`src/rtl/apb3_master_bridge.sv`:
```
// rtl/apb3_master_bridge.sv - valid/ready request channel to single APB3 transfers (optional APB_TIMEOUT_EN)
module apb3_master_bridge #(
    parameter int ADDR_W         = 32,
    parameter int DATA_W         = 32,
    parameter int TIMEOUT_CYCLES = 16
) (
    input  logic              PCLK,
    input  logic              PRESET,
    input  logic              req_valid,
    output logic              req_ready,
    input  logic              req_write,
    input  logic [ADDR_W-1:0] req_addr,
    input  logic [DATA_W-1:0] req_wdata,
    output logic              rsp_valid,
    input  logic              rsp_ready,
    output logic [DATA_W-1:0] rsp_rdata,
    output logic              rsp_err,
    output logic              PSEL,
    output logic              PENABLE,
    output logic [ADDR_W-1:0] PADDR,
    output logic              PWRITE,
    output logic [DATA_W-1:0] PWDATA,
    input  logic [DATA_W-1:0] PRDATA,
    input  logic              PREADY,
    input  logic              PSLVERR
);

    localparam logic [1:0] ST_IDLE   = 2'd0;
    localparam logic [1:0] ST_SETUP  = 2'd1;
    localparam logic [1:0] ST_ACCESS = 2'd2;
    localparam logic [1:0] ST_RESP   = 2'd3;

    logic [1:0]        state_q,     state_d;
    logic              psel_q,      psel_d;
    logic              penable_q,   penable_d;
    logic [ADDR_W-1:0] paddr_q,     paddr_d;
    logic              pwrite_q,    pwrite_d;
    logic [DATA_W-1:0] pwdata_q,    pwdata_d;
    logic              rsp_valid_q, rsp_valid_d;
    logic [DATA_W-1:0] rsp_rdata_q, rsp_rdata_d;
    logic              rsp_err_q,   rsp_err_d;

`ifdef APB_TIMEOUT_EN
    // Abort fires on the ACCESS cycle whose low PREADY would make the count reach the limit.
    localparam logic [7:0] TMO_LAST = 8'(TIMEOUT_CYCLES - 1);
    logic [7:0] tmo_cnt_q, tmo_cnt_d;
`endif

    assign req_ready = (state_q == ST_IDLE) && !PRESET;
    assign rsp_valid = rsp_valid_q;
    assign rsp_rdata = rsp_rdata_q;
    assign rsp_err   = rsp_err_q;
    assign PSEL      = psel_q;
    assign PENABLE   = penable_q;
    assign PADDR     = paddr_q;
    assign PWRITE    = pwrite_q;
    assign PWDATA    = pwdata_q;

    // Next-state logic: one APB transfer per accepted request, response held until taken.
    always_comb begin
        state_d     = state_q;
        psel_d      = psel_q;
        penable_d   = penable_q;
        paddr_d     = paddr_q;
        pwrite_d    = pwrite_q;
        pwdata_d    = pwdata_q;
        rsp_valid_d = rsp_valid_q;
        rsp_rdata_d = rsp_rdata_q;
        rsp_err_d   = rsp_err_q;
`ifdef APB_TIMEOUT_EN
        tmo_cnt_d   = tmo_cnt_q;
`endif
        case (state_q)
            ST_IDLE: begin
                psel_d    = 1'b0;
                penable_d = 1'b0;
                if (req_valid && req_ready) begin
                    paddr_d  = req_addr;
                    pwrite_d = req_write;
                    pwdata_d = req_wdata;
                    psel_d   = 1'b1;
                    state_d  = ST_SETUP;
                end
            end
            ST_SETUP: begin
                penable_d = 1'b1;
                state_d   = ST_ACCESS;
`ifdef APB_TIMEOUT_EN
                tmo_cnt_d = 8'd0;
`endif
            end
            ST_ACCESS: begin
                if (PREADY) begin
                    psel_d      = 1'b0;
                    penable_d   = 1'b0;
                    rsp_rdata_d = pwrite_q ? '0 : PRDATA;
                    rsp_err_d   = PSLVERR;
                    rsp_valid_d = 1'b1;
                    state_d     = ST_RESP;
                end
`ifdef APB_TIMEOUT_EN
                else if (tmo_cnt_q == TMO_LAST) begin
                    psel_d      = 1'b0;
                    penable_d   = 1'b0;
                    rsp_rdata_d = '0;
                    rsp_err_d   = 1'b1;
                    rsp_valid_d = 1'b1;
                    tmo_cnt_d   = tmo_cnt_q + 8'd1;
                    state_d     = ST_RESP;
                end else begin
                    tmo_cnt_d = tmo_cnt_q + 8'd1;
                end
`endif
            end
            ST_RESP: begin
                if (rsp_ready) begin
                    rsp_valid_d = 1'b0;
                    state_d     = ST_IDLE;
                end
            end
            default: begin
                psel_d    = 1'b0;
                penable_d = 1'b0;
                state_d   = ST_IDLE;
            end
        endcase
    end

    // State and output registers with synchronous active-high reset.
    always_ff @(posedge PCLK) begin
        if (PRESET) begin
            state_q     <= ST_IDLE;
            psel_q      <= 1'b0;
            penable_q   <= 1'b0;
            paddr_q     <= '0;
            pwrite_q    <= 1'b0;
            pwdata_q    <= '0;
            rsp_valid_q <= 1'b0;
            rsp_rdata_q <= '0;
            rsp_err_q   <= 1'b0;
        end else begin
            state_q     <= state_d;
            psel_q      <= psel_d;
            penable_q   <= penable_d;
            paddr_q     <= paddr_d;
            pwrite_q    <= pwrite_d;
            pwdata_q    <= pwdata_d;
            rsp_valid_q <= rsp_valid_d;
            rsp_rdata_q <= rsp_rdata_d;
            rsp_err_q   <= rsp_err_d;
        end
    end

`ifdef APB_TIMEOUT_EN
    // Wait-state counter for the ACCESS timeout.
    always_ff @(posedge PCLK) begin
        if (PRESET) begin
            tmo_cnt_q <= 8'd0;
        end else begin
            tmo_cnt_q <= tmo_cnt_d;
        end
    end
`endif

endmodule

```
`config.mk`:
```
export PLATFORM = sky130hd
export DESIGN_NAME = apb3_master_bridge
export DESIGN_NICKNAME = d
export VERILOG_FILES = /design/src/rtl/apb3_master_bridge.sv
export SDC_FILE = /design/constraint.sdc
export NUM_CORES = 1
export LEC_CHECK = 0
export CAP_MARGIN = 20
export CORE_MARGIN = 2
export CORE_UTILIZATION = 43
export DETAILED_ROUTE_END_ITERATION = 16
export GPL_TIMING_DRIVEN = 0
export PLACE_DENSITY_LB_ADDON = 0.15
export SYNTH_ARGS = -nofsm -noshare
export SYNTH_HDL_FRONTEND = slang
export SYNTH_SLANG_ARGS = --single-unit
```
`constraint.sdc`:
```
create_clock -name PCLK -period 3.4 [get_ports PCLK]
set_clock_uncertainty 0.15 [all_clocks]
set_input_delay 0.51 -clock PCLK [delete_from_list [all_inputs] [get_ports PCLK]]
set_output_delay 0.51 -clock PCLK [all_outputs]
set_load 0.01 [all_outputs]
```
==> results.py, run 1 <==
metrics = {
    "setup_path": {
        "critical_path_arrival_ps": 2120,
        "crit_path_frequent_cell": "clkdlybuf4s50_1",
        "cp-end-kind": "primary output",
        "r2r-start": "state_q[0]",
        "reg2reg_to": "rsp_rdata[21]",
        "cpPeakStageDelay_ps": 640,
        "critPathKind": "in -> out",
        "crit_chain": "clkdlybuf4s50_1 > clkbuf_1 > nor2b_1 > clkdlybuf4s50_1",
        "crit_family": "buffers and inverters",
        "r2r_cells": 6,
        "crit_slowest_cell": "clkdlybuf4s50_1",
        "start_kind": "primary input",
        "rrSetupSlack_ps": 1580,
        "critical_path_buf_inv_count": 3,
        "worstPathRequired_ps": 2740,
        "critPathMaxFanout": 10,
    },
    "grt": {
        "grt_max_degree": 17,
        "antenna_found_initial": 0,
        "grt_pass1_vias": 3676,
        "track_usage": 0.216,
        "grt-ovfl-total": 0,
        "grt_pass1_wl_um": 17700,
    },
    "final_layout": {
        "syn_to_final_growth_pct": 59.1,
        "drive_above_1_share": 0.0513,
        "nets": 786,
        "n_antenna_cell": 0,
    },
    "die": {
        "io_pins": 205,
        "die_h_um": 101,
        "die_w_um": 101,
        "dieArea_um2": 10300,
        "num_rows": 35,
        "placeableCoreArea_um2": 9240,
        "initial_core_util": 0.442,
    },
    "worst_hold_path": {
        "min_from": "rsp_rdata[5]",
        "worst_hold_path_type": "reg -> reg",
        "min_to": "rsp_rdata[5]",
        "min_path_cells": 2,
    },
    "synthesis": {
        "yosysTopAreaCell": "dfxtp_1",
        "synth_area_per_cell_um2": 8.82,
        "yosysSeqAreaShare": 0.505,
        "synth_top_cell_area_share": 0.505,
        "synth_cells": 463,
        "syn_nets": 571,
        "yosys_most_used_dff": "dfxtp_1",
        "synth_commonest_cells": "103 x dfxtp_1, 98 x nand3b_1, 69 x inv_1, 68 x o21ai_0, 37 x a21oi_1",
        "syn_area_um2": 4080,
        "synthArstFlopShare": 0,
        "yosys.cell_count.top_type": "dfxtp_1",
        "synth_seq_cells": 103,
        "synth_warnings": 0,
        "yosysUniqueCellTypes": 23,
        "synth_edf_count": 0,
        "synth.area.top_cells": "dfxtp_1 51%, nand3b_1 18%, o21ai_0 8.3%",
    },
    "placed_design": {
        "io_buffer_count": 204,
        "dpl.hpwl_um": 8720,
        "globalplace.congestion": 0.739,
    },
    "sta": {
        "fin_crit_ps": 2780,
        "rsz0062_at_grt": "false",
        "fin_crit_sh": 0.817,
        "finalSetupViolations": 0,
        "fmax_ghz": 0.360,
        "hold_slack_ps": 304,
        "slew_violations": 0,
        "relSlewSlack": 0.704,
        "fin_tns_setup_ps": 0,
        "tightest_slew_ps": 444,
        "finalHoldViolations": 0,
    },
    "routing": {
        "dr.max_layer_used": "met4",
        "drc_errors": 0,
        "routed_via_density": 4.77,
        "wl_met1_um": 4490,
        "firstDrtPassIters": 4,
        "dr_wl_met2_um": 5550,
        "drtIter0Drc": 104,
        "drt_wl_total_um": 11200,
        "wire_per_inst_um": 13.8,
        "wl_met3_um": 953,
        "vias": 3866,
        "ant_nets": 0,
    },
    "clocking": {
        "postCtsHoldBufs": 0,
        "htree_levels": 3,
        "clk_pin_slew_ps": 90,
        "clock-sinks": 103,
        "cts_resized": 0,
        "cts_tree": "done",
        "cts-root-buf": "clkbuf_8",
        "post_cts_buffers": 0,
        "insertion_delay_ps": 340,
        "cts_buffers": 9,
        "clockBufferDepth": 2,
    },
    "power_and_ir_drop": {
        "ir_worst_vdd_mv": 0.280,
        "p_leak_nw": 2.52,
        "p_int_mw": 2.55,
        "power_frac_seq": 0.432,
        "combinationalPowerShare": 0.344,
        "p_per_area_nw_per_um2": 559,
        "switchingPower_mw": 1.09,
        "power_frac_clock": 0.224,
        "swShare": 0.299,
    },
    "run": {
        "cap_violations": 0,
    },
    "run_status": {
        "status": "completed",
    },
}
[layout by cell type, fill, tap and decap left out, types with 2 or more instances in the layout]
cell / n
nand3b_1: 98
o21ai_0: 68
clkbuf_8: 9
a21oi_1: 37
nand2_1: 35
buf_2: 5
inv_1: 69
dfxtp_1: 103
clkdlybuf4s50_1: 204
clkinvlp_4: 2
clkbuf_1: 18
ha_1: 5
buf_6: 3
nand2b_1: 3
buf_4: 9
bufinv_16: 2
[state kept, by name, summed over array words and instances, names as in the netlist]
register   cells
PADDR         32
PENABLE        1
PSEL           1
PWDATA        32
PWRITE         1
rsp_err        1
rsp_rdata     32
rsp_valid      1
state_q        2
[final cells by class]
cell class              count  area [µm²]
clock buffers              10         128
multi-input cells         256        1570
plain buffers              35         195
flip-flops and latches    103        2060
fillers                   718        2740
inverters                  69         259
repair buffers            204        2040
clock inverters             5        83.8
well taps                 129         161
[power groups by stage]
stage / clock network (mW) / registers [mW] / logic (mW)
floorplan: 0 / 1.68 / 0.469
global placement: 0 / 1.58 / 1.23
detailed placement: 0 / 1.60 / 1.26
CTS: 0.833 / 1.57 / 1.27
global route: 0.885 / 1.60 / 1.37
finish: 0.813 / 1.57 / 1.25
[worst register-to-register path, cell delays in order, from the launching register on]
cell and delay (ps):
dfxtp_1 430, inv_1 100, ha_1 260, nand2_1 180, clkbuf_1 380, nand2_1 110, a21oi_1 150
[cells by family after synthesis]
kind of cell	Yosys count	share of synthesized area
mux	1	0.00245
compound gates	108	0.135
flops	103	0.505
fa+ha+maj	5	0.0153
buf+inv	104	0.111
simple gates	142	0.231
[metrics by stage]
step | cells | instance area [µm²] | setup WS [ps] | utilization | power, mW
after detailed placement | 796 | 6290 | 577 | 0.680 | 2.86
after floorplan | 463 | 4080 | 1850 | - | 2.15
after CTS | 811 | 6500 | 572 | 0.703 | 3.67
after global placement | 796 | 6290 | 576 | 0.680 | 2.82
after global routing | 811 | 6500 | 529 | 0.703 | 3.85
final | 811 | 6500 | 621 | 0.703 | 3.63
[layer usage]
layer  up-vias  GRT usage
met5         -          0
met4         0     0.0655
met3        13     0.0614
met2       141      0.376
met1      1770      0.259
li1       1942          -
[worst max path at each step]
stage / from / endpoint / depth (start not counted)
detailed placement: PRESET / req_ready / 4
CTS: PRESET / req_ready / 4
global route: PRESET / req_ready / 4
finish: PRESET / req_ready / 4
floorplan: state_q[0] / PENABLE / 5
global placement: PRESET / req_ready / 4
Power figures use the tool's default switching activity.
==> inputs of run 2 (changes only) <==
--- a/config.mk
+++ b/config.mk
@@ -7,7 +7,7 @@
 export LEC_CHECK = 0
 export CAP_MARGIN = 20
 export CORE_MARGIN = 2
-export CORE_UTILIZATION = 43
+export CORE_UTILIZATION = 40
 export DETAILED_ROUTE_END_ITERATION = 16
 export GPL_TIMING_DRIVEN = 0
 export PLACE_DENSITY_LB_ADDON = 0.15
==> constraint.sdc (replaced) <==
create_clock -name PCLK -period 2.9 [get_ports PCLK]
set_clock_uncertainty 0.15 [all_clocks]
set_input_delay 0.435 -clock PCLK [delete_from_list [all_inputs] [get_ports PCLK]]
set_output_delay 0.435 -clock PCLK [all_outputs]
set_load 0.01 [all_outputs]
==> run 2 against run 1 <==
Against the previous run: sequential cell count unchanged; largest power group unchanged; global-route usage decreased by 0.94 points; highest routed layer unchanged; largest cell class unchanged; sequential power grew 17%; hold slack worse by 2.3 ps; critical path type unchanged.
==> results.py, run 2 (synthesis results as in run 1) <==
metrics = {
    "grt": {
        "grt_pass1_wl_um": 18500,
        "grt-ovfl-total": 0,
        "grt_max_degree": 16,
        "grt_pass1_vias": 3820,
        "track_usage": 0.207,
        "antenna_found_initial": 0,
    },
    "sta": {
        "finalHoldViolations": 0,
        "finalSetupViolations": 0,
        "fin_crit_ps": 2630,
        "fmax_ghz": 0.380,
        "fin_tns_setup_ps": 0,
        "rsz0062_at_grt": "false",
        "tightest_slew_ps": 473,
        "slew_violations": 0,
        "hold_slack_ps": 302,
        "relSlewSlack": 0.685,
        "fin_crit_sh": 0.908,
    },
    "clocking": {
        "postCtsHoldBufs": 0,
        "insertion_delay_ps": 360,
        "cts-root-buf": "clkbuf_8",
        "cts_buffers": 9,
        "htree_levels": 3,
        "cts_tree": "done",
        "cts_resized": 0,
        "clock-sinks": 103,
        "clk_pin_slew_ps": 80,
        "clockBufferDepth": 2,
        "post_cts_buffers": 0,
    },
    "final_layout": {
        "n_antenna_cell": 0,
        "layout_common_cells": "204 x clkdlybuf4s50_1, 103 x dfxtp_1, 98 x nand3b_1",
        "syn_to_final_growth_pct": 59.6,
        "drive_above_1_share": 0.0512,
        "final_area_um2": 6520,
        "final_common_cell": "clkdlybuf4s50_1",
        "postLayoutCoreUtil": 0.663,
        "final-instance-count-excl-fill": 816,
        "fillCellCount": 869,
        "nets": 786,
    },
    "routing": {
        "firstDrtPassIters": 4,
        "drt_wl_total_um": 11400,
        "routed_via_density": 4.70,
        "drtIter0Drc": 147,
        "vias": 3837,
        "ant_nets": 0,
        "drc_errors": 0,
        "wire_per_inst_um": 14.0,
    },
    "placed_design": {
        "placed_cells": 800,
        "dpl.hpwl_um": 8780,
        "globalplace.congestion": 0.779,
        "placed_area_um2": 6290,
        "io_buffer_count": 204,
    },
    "setup_path": {
        "r2r_cells": 6,
        "cp-end-kind": "primary output",
        "critPathKind": "in -> out",
        "r2r-start": "state_q[0]",
        "cp-startpoint": "PRESET",
        "reg2reg_to": "rsp_rdata[13]",
        "critical_path_arrival_ps": 2050,
        "worstPathRequired_ps": 2320,
        "critPathMaxFanout": 10,
        "rrSetupSlack_ps": 1130,
        "start_kind": "primary input",
    },
    "run_status": {
        "status": "completed",
    },
    "die": {
        "io_pins": 205,
        "num_rows": 36,
        "die_h_um": 105,
        "die_w_um": 105,
        "initial_core_util": 0.416,
        "placeableCoreArea_um2": 9820,
        "dieArea_um2": 11000,
    },
    "run": {
        "cap_violations": 0,
    },
    "power_and_ir_drop": {
        "p_leak_nw": 2.54,
        "p_per_area_nw_per_um2": 660,
        "ir_worst_vdd_mv": 0.340,
    },
    "worst_hold_path": {
        "min_path_cells": 2,
        "min_from": "rsp_rdata[30]",
        "min_to": "rsp_rdata[30]",
        "worst_hold_path_type": "reg -> reg",
    },
}
run 2: cell types whose count changed in the layout (fill, tap and decap cells not counted), sizes merged:
cell      delta
clkbuf       +3
clkinvlp     -2
run 2: critical path, cell delays in order:
cell	delay (ps)
clkdlybuf4s50_1	600
clkbuf_1	420
nor2b_1	90
clkdlybuf4s50_1	510
run 2: routing by layer:
layer,vias up,part of all wire,wire (µm),track usage
li1,1943,-,-,-
met3,10,0.071,807,0.0561
met2,123,0.50,5670,0.365
met4,0,0.013,149,0.0733
met5,-,0,0,0
met1,1761,0.42,4780,0.239
run 2: final cells by class:
| class | count | area, µm² | share of cell area |
|---|---|---|---|
| Multi-Input combinational cell | 256 | 1570 | 0.240 |
| Inverter | 69 | 259 | 0.0398 |
| Buffer | 35 | 195 | 0.0300 |
| Clock buffer | 13 | 159 | 0.0244 |
| Tap cell | 133 | 166 | 0.0255 |
| Clock inverter | 3 | 65.1 | 0.00999 |
| Sequential cell | 103 | 2060 | 0.316 |
| Timing Repair Buffer | 204 | 2040 | 0.313 |
run 2: stage by stage:
stage / setup slack, ps / power [mW]
finish: 267 / 4.30
floorplan: 1350 / 2.52
global placement: 217 / 3.31
global route: 181 / 4.53
detailed placement: 208 / 3.35
CTS: 208 / 4.35
run 2: how the worst max path moves through the flow:
stage / endpoint / slack, ps / cells past startpoint
floorplan: PENABLE / 1350 / 5
global placement: req_ready / 220 / 4
detailed placement: req_ready / 210 / 4
CTS: req_ready / 210 / 4
global route: req_ready / 180 / 4
finish: req_ready / 270 / 4
run 2: power by group:
part / total (mW) / internal (mW) / switching, mW / leakage (nW)
combinational: 1.47 / 0.820 / 0.649 / 1.58
sequential: 1.84 / 1.68 / 0.155 / 0.842
clock: 0.994 / 0.533 / 0.461 / 0.114
total: 4.30 / 3.04 / 1.26 / 2.54
